$ cat src/rtl/stereo_pkg.sv
// Shared stereo-pipeline definitions: frame geometry, census vector width and
// the correlation scheduler state encoding.
package stereo_pkg;

  localparam int F_WIDTH  = 320;
  localparam int F_HEIGHT = 240;
  localparam int BITVEC_W = 72;
  localparam int COORD_W  = 10;

  typedef enum logic [1:0] {
    IDLE  = 2'd0,
    RUN   = 2'd1,
    DRAIN = 2'd2
  } sched_state_t;

endpackage

$ cat src/rtl/correlate_scheduler_raster_counter.sv
// Raster-order pixel coordinate counter; wraps x per line and y per frame and
// flags the final pixel of the frame.
module raster_counter #(
  parameter int F_WIDTH  = stereo_pkg::F_WIDTH,
  parameter int F_HEIGHT = stereo_pkg::F_HEIGHT
) (
  input  logic                           clk,
  input  logic                           reset,
  input  logic                           clear,
  input  logic                           advance,
  output logic [stereo_pkg::COORD_W-1:0] x,
  output logic [stereo_pkg::COORD_W-1:0] y,
  output logic                           last
);
  import stereo_pkg::*;

  localparam logic [COORD_W-1:0] X_MAX = COORD_W'(F_WIDTH - 1);
  localparam logic [COORD_W-1:0] Y_MAX = COORD_W'(F_HEIGHT - 1);

  always_ff @(posedge clk or negedge reset) begin
    if (!reset) begin
      x <= '0;
      y <= '0;
    end else if (clear) begin
      x <= '0;
      y <= '0;
    end else if (advance) begin
      if (x == X_MAX) begin
        x <= '0;
        y <= (y == Y_MAX) ? '0 : y + 1'b1;
      end else begin
        x <= x + 1'b1;
      end
    end
  end

  assign last = (x == X_MAX) && (y == Y_MAX);

endmodule

$ cat src/rtl/correlate_scheduler.sv
// Pairs left/right census vectors, rate-limits and credit-limits their issue to
// the correlator, stamps raster coordinates and reports frame completion.
module correlate_scheduler #(
  parameter int F_WIDTH      = stereo_pkg::F_WIDTH,
  parameter int F_HEIGHT     = stereo_pkg::F_HEIGHT,
  parameter int BITVEC_W     = stereo_pkg::BITVEC_W,
  parameter int ISSUE_GAP    = 2,
  parameter int MAX_INFLIGHT = 8
) (
  input  logic                           clk,
  input  logic                           reset,
  input  logic                           start,
  input  logic [BITVEC_W-1:0]            left_bitvec,
  input  logic                           left_valid,
  output logic                           left_ready,
  input  logic [BITVEC_W-1:0]            right_bitvec,
  input  logic                           right_valid,
  output logic                           right_ready,
  output logic [BITVEC_W-1:0]            corr_left_bitvec,
  output logic [BITVEC_W-1:0]            corr_right_bitvec,
  output logic                           corr_bitvec_val,
  output logic [stereo_pkg::COORD_W-1:0] corr_input_x,
  output logic [stereo_pkg::COORD_W-1:0] corr_input_y,
  input  logic                           disparity_val,
  output logic                           busy,
  output logic                           frame_done,
  output logic                           credit_err
);
  import stereo_pkg::*;

  localparam int INF_W = $clog2(MAX_INFLIGHT + 1);
  localparam int GAP_W = (ISSUE_GAP > 1) ? $clog2(ISSUE_GAP) : 1;

  sched_state_t       state, next_state;
  logic               issue, start_frame;
  logic [INF_W-1:0]   inflight;
  logic [GAP_W-1:0]   gap_cnt;
  logic [COORD_W-1:0] x_p0, y_p0;
  logic               last_p0;

  logic                vld_p1;
  logic [BITVEC_W-1:0] left_p1, right_p1;
  logic [COORD_W-1:0]  x_p1, y_p1;

  raster_counter #(
    .F_WIDTH (F_WIDTH),
    .F_HEIGHT(F_HEIGHT)
  ) u_raster (
    .clk    (clk),
    .reset  (reset),
    .clear  (start_frame),
    .advance(issue),
    .x      (x_p0),
    .y      (y_p0),
    .last   (last_p0)
  );

  always_ff @(posedge clk or negedge reset) begin
    if (!reset) state <= IDLE;
    else        state <= next_state;
  end

  always_comb begin
    next_state = state;
    case (state)
      IDLE:    if (start)               next_state = RUN;
      RUN:     if (issue && last_p0)    next_state = DRAIN;
      DRAIN:   if (inflight == '0)      next_state = IDLE;
      default:                          next_state = IDLE;
    endcase
  end

  always_comb begin
    start_frame = (state == IDLE) && start;
    issue       = (state == RUN) && left_valid && right_valid &&
                  (gap_cnt == '0) && (inflight < INF_W'(MAX_INFLIGHT));
    left_ready  = issue;
    right_ready = issue;
    busy        = (state != IDLE);
    frame_done  = (state == DRAIN) && (inflight == '0);
  end

  always_ff @(posedge clk or negedge reset) begin
    if (!reset) begin
      gap_cnt <= '0;
    end else if (start_frame) begin
      gap_cnt <= '0;
    end else if (issue) begin
      gap_cnt <= GAP_W'(ISSUE_GAP - 1);
    end else if (gap_cnt != '0) begin
      gap_cnt <= gap_cnt - 1'b1;
    end
  end

  // A return with nothing outstanding is flagged, never allowed to underflow.
  always_ff @(posedge clk or negedge reset) begin
    if (!reset) begin
      inflight   <= '0;
      credit_err <= 1'b0;
    end else begin
      case ({issue, disparity_val})
        2'b10:   inflight <= inflight + 1'b1;
        2'b01: begin
          if (inflight == '0) credit_err <= 1'b1;
          else                inflight   <= inflight - 1'b1;
        end
        default: ;
      endcase
    end
  end

  // p0 -> p1: registered issue toward the correlator; data holds between issues.
  always_ff @(posedge clk or negedge reset) begin
    if (!reset) begin
      vld_p1   <= 1'b0;
      left_p1  <= '0;
      right_p1 <= '0;
      x_p1     <= '0;
      y_p1     <= '0;
    end else begin
      vld_p1 <= issue;
      if (issue) begin
        left_p1  <= left_bitvec;
        right_p1 <= right_bitvec;
        x_p1     <= x_p0;
        y_p1     <= y_p0;
      end
    end
  end

  assign corr_bitvec_val   = vld_p1;
  assign corr_left_bitvec  = left_p1;
  assign corr_right_bitvec = right_p1;
  assign corr_input_x      = x_p1;
  assign corr_input_y      = y_p1;

endmodule

$ cat config.mk
export PLATFORM = sky130hd
export DESIGN_NAME = correlate_scheduler
export DESIGN_NICKNAME = d
export VERILOG_FILES = /design/src/rtl/stereo_pkg.sv /design/src/rtl/correlate_scheduler_raster_counter.sv /design/src/rtl/correlate_scheduler.sv
export SDC_FILE = /design/constraint.sdc
export NUM_CORES = 1
export LEC_CHECK = 0
export CORE_ASPECT_RATIO = 1.25
export CORE_MARGIN = 5
export CORE_UTILIZATION = 47
export DETAILED_ROUTE_END_ITERATION = 8
export HOLD_SLACK_MARGIN = 0.05
export PLACE_DENSITY = 0.86
export SLEW_MARGIN = 20
export SYNTH_ARGS = -nofsm -noshare
export SYNTH_HDL_FRONTEND = slang
export SYNTH_HIERARCHICAL = 1
export SYNTH_SLANG_ARGS = --single-unit
$ cat constraint.sdc
create_clock -name clk -period 5.9 [get_ports clk]
set_clock_uncertainty 0.1 [all_clocks]
set_input_delay 1.77 -clock clk [delete_from_list [all_inputs] [get_ports clk]]
set_output_delay 1.77 -clock clk [all_outputs]
set_load 0.03 [all_outputs]
==> results_dict.tcl, run 1 <==
set metrics [dict create \
    dieWidth_um 126 \
    ant_nets 0 \
    track_usage_pct 21.5 \
    grt_max_degree 174 \
    synth_top_cell_by_area "dfrtp_1" \
    synthTopCellsByArea "dfrtp_1 61%, mux2_1 19%, mux2_2 4.9%" \
    synth_edf_count 0 \
    layout.area.seq_um2 4830 \
    initial_core_util_pct 47.4 \
    synth_fp_nets 672 \
    setup_tns_ps 0 \
    total_power_mw 4.27 \
    drv_slew 0 \
    place_area_um2 11100 \
    nFillCells 1139 \
    synthesis.instances 519 \
    r2r_cells 9 \
    synth_compound_area_share_pct 3.70 \
    clkTransAtPathRegs_ps 70 \
    crit_start "right_valid" \
    max_slew_margin_pct 29.6 \
    cts_hold_buf 0 \
    dr.pass1.iters 4 \
    antenna_found_initial 0 \
    clock_path_buffers 2 \
    syn-mean-instance-area_um2 15.2 \
    period_minus_slack_ps 5030 \
    ys_async_sr_fraction_pct 100 \
    ys.warnings.count 6 \
    die_y_um 155 \
    die-area_um2 19500 \
    grt_pass1_vias 5977 \
    syn_to_final_growth_pct 47.6 \
    seq_area_frac_synth_pct 61.2 \
    arrival_ps 3160 \
    post-dp-hpwl_um 15800 \
    synth_xor_area_share_pct 0.777 \
    grt_pass1_wl_um 33000 \
    ys.flop_type "dfrtp_1" \
    cts_tree "yes" \
    clk_latency_ps 420 \
    clockRootBuffer "clkbuf_16" \
    hold_violations 0 \
    cts_max_level 4 \
    utilization_pct 69.9 \
    power_leakage_nw 4.84 \
    cts_num_sinks 193 \
    ys_types 54 \
    pin_count 320 \
    post-cts-setup-buffers 0 \
    endpoint_kind "output port" \
    min_from "credit_err" \
    numCtsBuffers 17 \
    drv_cap 0 \
    wl_um 21200 \
    rsz0062_at_grt "false" \
    avgRoutedWirePerCell_um 19.8 \
    critPathBufInv 3 \
    netlist_area_um2 7890 \
    vias_per_cell 5.17 \
    r2r_start "inflight[3]" \
    tightest_slew_ps 1060 \
    holdPathStages 1 \
    ir_worst_vdd_mv 0.270 \
    port_buffers 319 \
    cp_cell_sequence "clkdlybuf4s50_1 -> nor2b_1 -> nand2_4 -> clkinv_4 -> buf_4" \
    yosys.area.top_type_share_pct 61.2 \
    crit_type "in2out" \
    drt-initial-drc-count 307 \
    max_freq_mhz 199 \
    synth-simple-area-share_pct 5.76 \
    core_area_um2 16600 \
    synth_adder_area_share_pct 0.476 \
    grt_overflow_total 0 \
    layout-drive-gt1-share_pct 9.78 \
    min_path_type "reg2reg" \
    multi_input_area_um2 2700 \
    layout.nets 989 \
    fin_crit_sh_pct 85.2 \
    powerDensity_nw_per_um2 367 \
    stdcell_area_um2 11600 \
    drc 0 \
    ctsResizeCount 0 \
    vias 5522 \
    crit_slowest_cell "nor2b_1" \
    synthMuxAreaShare_pct 23.5 \
    slowest_delay_ps 510 \
    synth_top_family_by_area "multiplexers" \
    antennaDiodeCount 0 \
    cp_data_required_time_ps 4030 \
    place_congestion 0.835 \
    status "finished, final reports clean" \
    setup-violations-final 0 \
    crit_cells 5 \
    ys_ff_latch 193 \
    crit_family "buffers and inverters" \
    setup.worst_path.start_class "input port" \
    core.rowCount 53 \
    crit_fanout 8 \
]
## area by class of cell
| cell class | instances | area share, % |
|---|---|---|
| Timing Repair Buffer | 324 | 27.9 |
| Tap cell | 220 | 2.37 |
| Sequential cell | 193 | 41.5 |
| Clock inverter | 14 | 1.09 |
| Inverter | 8 | 0.301 |
| Clock buffer | 18 | 3.69 |
| Multi-Input combinational cell | 292 | 23.2 |
## worst reg2reg max path, stage by stage (launching register included)
cell       delay (ps)
dfrtp_1           450
nor4bb_1          310
buf_4             220
nand2_4            80
clkinv_4          100
buf_12            530
o2111ai_1         370
nor3_1            340
xnor2_1           180
nor2_1             70
## layout by cell type (no fill, tap or decap), types with 6 or more instances in the layout
master,instances
a21oi_1,9
buf_4,6
clkbuf_16,17
clkdlybuf4s50_1,316
dfrtp_1,193
inv_1,7
mux2_1,130
mux2_2,34
nand3_1,12
nor2_1,17
## where the power goes
group          switching (mW)  total [mW]  internal [mW]
Sequential              0.161        1.74           1.58
Clock                   0.519        1.07          0.555
Combinational           0.793        1.46          0.664
## stage by stage
stage / hold WS (ps) / instances / worst slack [ps]
6_report: 384 / 1069 / 874
5_1_grt: 396 / 1069 / 788
3_5_place_dp: 373 / 1037 / 880
2_1_floorplan: 354 / 519 / 1250
3_3_place_gp: 366 / 1037 / 983
4_1_cts: 389 / 1069 / 877
## metal layers
| layer | track usage (%) | share of wire [%] |
|---|---|---|
| met1 | 23.7 | 36 |
| met2 | 38.4 | 53 |
| met3 | 5.42 | 6.3 |
| met4 | 10.6 | 4.4 |
| met5 | 0 | 0 |
## kinds of logic after synthesis
kind of cell,Yosys count
and+or+nand+nor,75
buffers and inverters,34
adders and majority gates,3
muxes,165
DFF,193
xor gates and xnor gates,7
AOI/OAI and AO/OA,42
## state kept, by name, summed over array words and instances, names as in the netlist
name and cells:
u_raster/y 10, credit_err 1, u_raster/x 10, state 2, corr_bitvec_val 1, gap_cnt 1, inflight 4, corr_right_bitvec 72
corr_input_y 10, corr_input_x 10, corr_left_bitvec 72
## synth_stat cells, types with 2 or more instances
| cell | n |
|---|---|
| a211oi_1 | 2 |
| a21oi_1 | 9 |
| a22o_1 | 2 |
| a31o_2 | 2 |
| a31oi_1 | 4 |
| and2_1 | 3 |
| and3_1 | 4 |
| and4_1 | 2 |
| buf_12 | 10 |
| buf_2 | 2 |
| buf_4 | 4 |
| buf_6 | 4 |
| clkbuf_1 | 4 |
| dfrtp_1 | 193 |
| ha_1 | 3 |
| inv_1 | 7 |
| mux2_1 | 130 |
| mux2_2 | 34 |
| nand2_1 | 4 |
| nand2b_1 | 5 |
| nand3_1 | 12 |
| nand4_1 | 5 |
| nor2_1 | 17 |
| nor3_1 | 5 |
| nor4_1 | 2 |
| o2111ai_1 | 2 |
| o211ai_1 | 5 |
| o21ai_0 | 5 |
| o2bb2ai_1 | 2 |
| o31ai_1 | 4 |
| or2_2 | 2 |
| or4_1 | 3 |
| xnor2_1 | 3 |
| xor2_1 | 4 |
## path summary, 6_finish.rpt
kind                                          to  slack [ps]
setup / recovery                     right_ready         870
hold / removal                        credit_err         380
setup reg to reg                   u_raster/x[9]        3050
hold reg to reg                       credit_err         380
max in group asynchronous  corr_right_bitvec[33]        3240
min in group asynchronous   corr_left_bitvec[32]        1340
Note: power is estimated with default switching activity, not from simulation.
==> run 2, diff against run 1 <==
--- a/config.mk
+++ b/config.mk
@@ -5,10 +5,12 @@
 export SDC_FILE = /design/constraint.sdc
 export NUM_CORES = 1
 export LEC_CHECK = 0
+export CAP_MARGIN = 20
 export CORE_ASPECT_RATIO = 1.25
 export CORE_MARGIN = 5
 export CORE_UTILIZATION = 47
 export DETAILED_ROUTE_END_ITERATION = 8
+export GPL_TIMING_DRIVEN = 0
 export HOLD_SLACK_MARGIN = 0.05
 export PLACE_DENSITY = 0.86
 export SLEW_MARGIN = 20
==> results_dict.tcl, run 2 (synthesis gave the netlist of run 1 again) <==
set metrics [dict create \
    status "finished, final reports clean" \
    post-dp-hpwl_um 16900 \
    numCtsBuffers 17 \
    nFillCells 1098 \
    pin_count 320 \
    initial_core_util_pct 47.4 \
    ir_worst_vdd_mv 0.199 \
    port_buffers 318 \
    grt_pass1_wl_um 34000 \
    arrival_ps 3870 \
    clockRootBuffer "clkbuf_16" \
    setup.worst_path.start_class "input port" \
    die-area_um2 19500 \
    syn_to_final_growth_pct 52.0 \
    cts_hold_buf 0 \
    max_slew_margin_pct 68.9 \
    max_freq_mhz 174 \
    setup-violations-final 0 \
    tightest_slew_ps 454 \
    die_y_um 155 \
    core_area_um2 16600 \
    vias_per_cell 5.16 \
    rsz0062_at_grt "false" \
    grt_overflow_total 0 \
    total_power_mw 4.36 \
    dr.pass1.iters 5 \
    avgRoutedWirePerCell_um 20.0 \
    period_minus_slack_ps 5740 \
    cts_max_level 4 \
    r2r_slack_ps 3130 \
    grt_pass1_vias 6148 \
    min_path_type "reg2reg" \
    drv_cap 0 \
    place_congestion 0.852 \
    endpoint_kind "output port" \
    fin_crit_sh_pct 97.3 \
    drc 0 \
    core.rowCount 53 \
    dp.cells 1059 \
    clock_path_buffers 2 \
    pre_cts_slack_ps 73.5 \
    final_cell_mix "316 x clkdlybuf4s50_1, 193 x dfrtp_1, 130 x mux2_1, 34 x mux2_2" \
    wl_um 21800 \
    powerDensity_nw_per_um2 364 \
    drv_slew 0 \
    clk_latency_ps 420 \
    power_leakage_nw 5.03 \
    crit_type "in2out" \
    hold_violations 0 \
    grt_max_degree 73 \
    holdPathStages 1 \
    crit_fanout 19 \
    layout.nets 1011 \
    dieWidth_um 126 \
    mostFrequentLayoutCell "clkdlybuf4s50_1" \
    vias 5631 \
    track_usage_pct 22.3 \
    cp_data_required_time_ps 4030 \
    fin_ws_ps 160 \
    layout-drive-gt1-share_pct 11.3 \
    setup_tns_ps 0 \
    r2r_cells 10 \
    drt-initial-drc-count 357 \
    cts_tree "yes" \
    clkTransAtPathRegs_ps 70 \
    cts_num_sinks 193 \
    ant_nets 0 \
    antenna_found_initial 2 \
    final-instance-count-excl-fill 1091 \
    utilization_pct 72.0 \
]
-- run 2: layer usage --
layer	track usage, %	share of wire, %	up-vias
li1	-	-	2549
met1	23.9	37	2811
met2	41.7	55	228
met3	5.66	5.6	43
met4	9.20	3.1	0
met5	0	0	-
-- run 2: repair_timing --
| item | in CTS | in global routing |
|---|---|---|
| endpoints found under the setup margin | 0 | 1 |
| buffers inserted | 0 | 0 |
| gates resized for setup | 0 | 1 |
-- run 2: stage by stage --
| stage | hold WS [ps] | cell area (um^2) |
|---|---|---|
| 2_1_floorplan | 354 | 7890 |
| 3_3_place_gp | 350 | 11300 |
| 3_5_place_dp | 360 | 11400 |
| 4_1_cts | 375 | 12000 |
| 5_1_grt | 394 | 12000 |
| 6_report | 379 | 12000 |
-- run 2: final cells by class --
class	count	area [um^2]	area share (%)
clock buffer	19	443	3.70
tap	220	275	2.30
antenna	2	5.00	0.0418
inverter	8	35.0	0.292
sequential	193	4830	40.3
timing repair buffer	320	3250	27.1
multi-input combinational	292	2700	22.5
clock inverter	11	130	1.09
buffer	26	320	2.67
-- run 2: report_power, final --
part           switching, mW  total, mW  internal, mW
Combinational          0.809       1.50         0.691
Sequential             0.152       1.73          1.58
Clock                  0.490       1.13         0.637
-- run 2: path summary, 6_finish.rpt --
check / from / end
setup / recovery: left_valid / left_ready
hold reg to reg: credit_err / credit_err
max in group asynchronous: reset / corr_right_bitvec[68]
min in group asynchronous: reset / corr_left_bitvec[32]
hold / removal: credit_err / credit_err
setup reg to reg: inflight[3] / u_raster/y[9]
-- run 2: critical path, stage by stage --
cell and delay [ps]:
clkdlybuf4s50_1 480, nor4bb_1 240, buf_2 240, nand2_4 90
clkinv_4 90, buf_4 240, clkdlybuf4s50_1 710
==> run 3, diff against run 2 <==
--- a/config.mk
+++ b/config.mk
@@ -5,13 +5,13 @@
 export SDC_FILE = /design/constraint.sdc
 export NUM_CORES = 1
 export LEC_CHECK = 0
-export CAP_MARGIN = 20
 export CORE_ASPECT_RATIO = 1.25
 export CORE_MARGIN = 5
 export CORE_UTILIZATION = 47
 export DETAILED_ROUTE_END_ITERATION = 8
+export GPL_ROUTABILITY_DRIVEN = 0
 export GPL_TIMING_DRIVEN = 0
-export HOLD_SLACK_MARGIN = 0.05
+export HOLD_SLACK_MARGIN = 0.12
 export PLACE_DENSITY = 0.86
 export SLEW_MARGIN = 20
 export SYNTH_ARGS = -nofsm -noshare
==> results of run 3 <==
Final layout, timing and power as in run 2 (identical DEF).
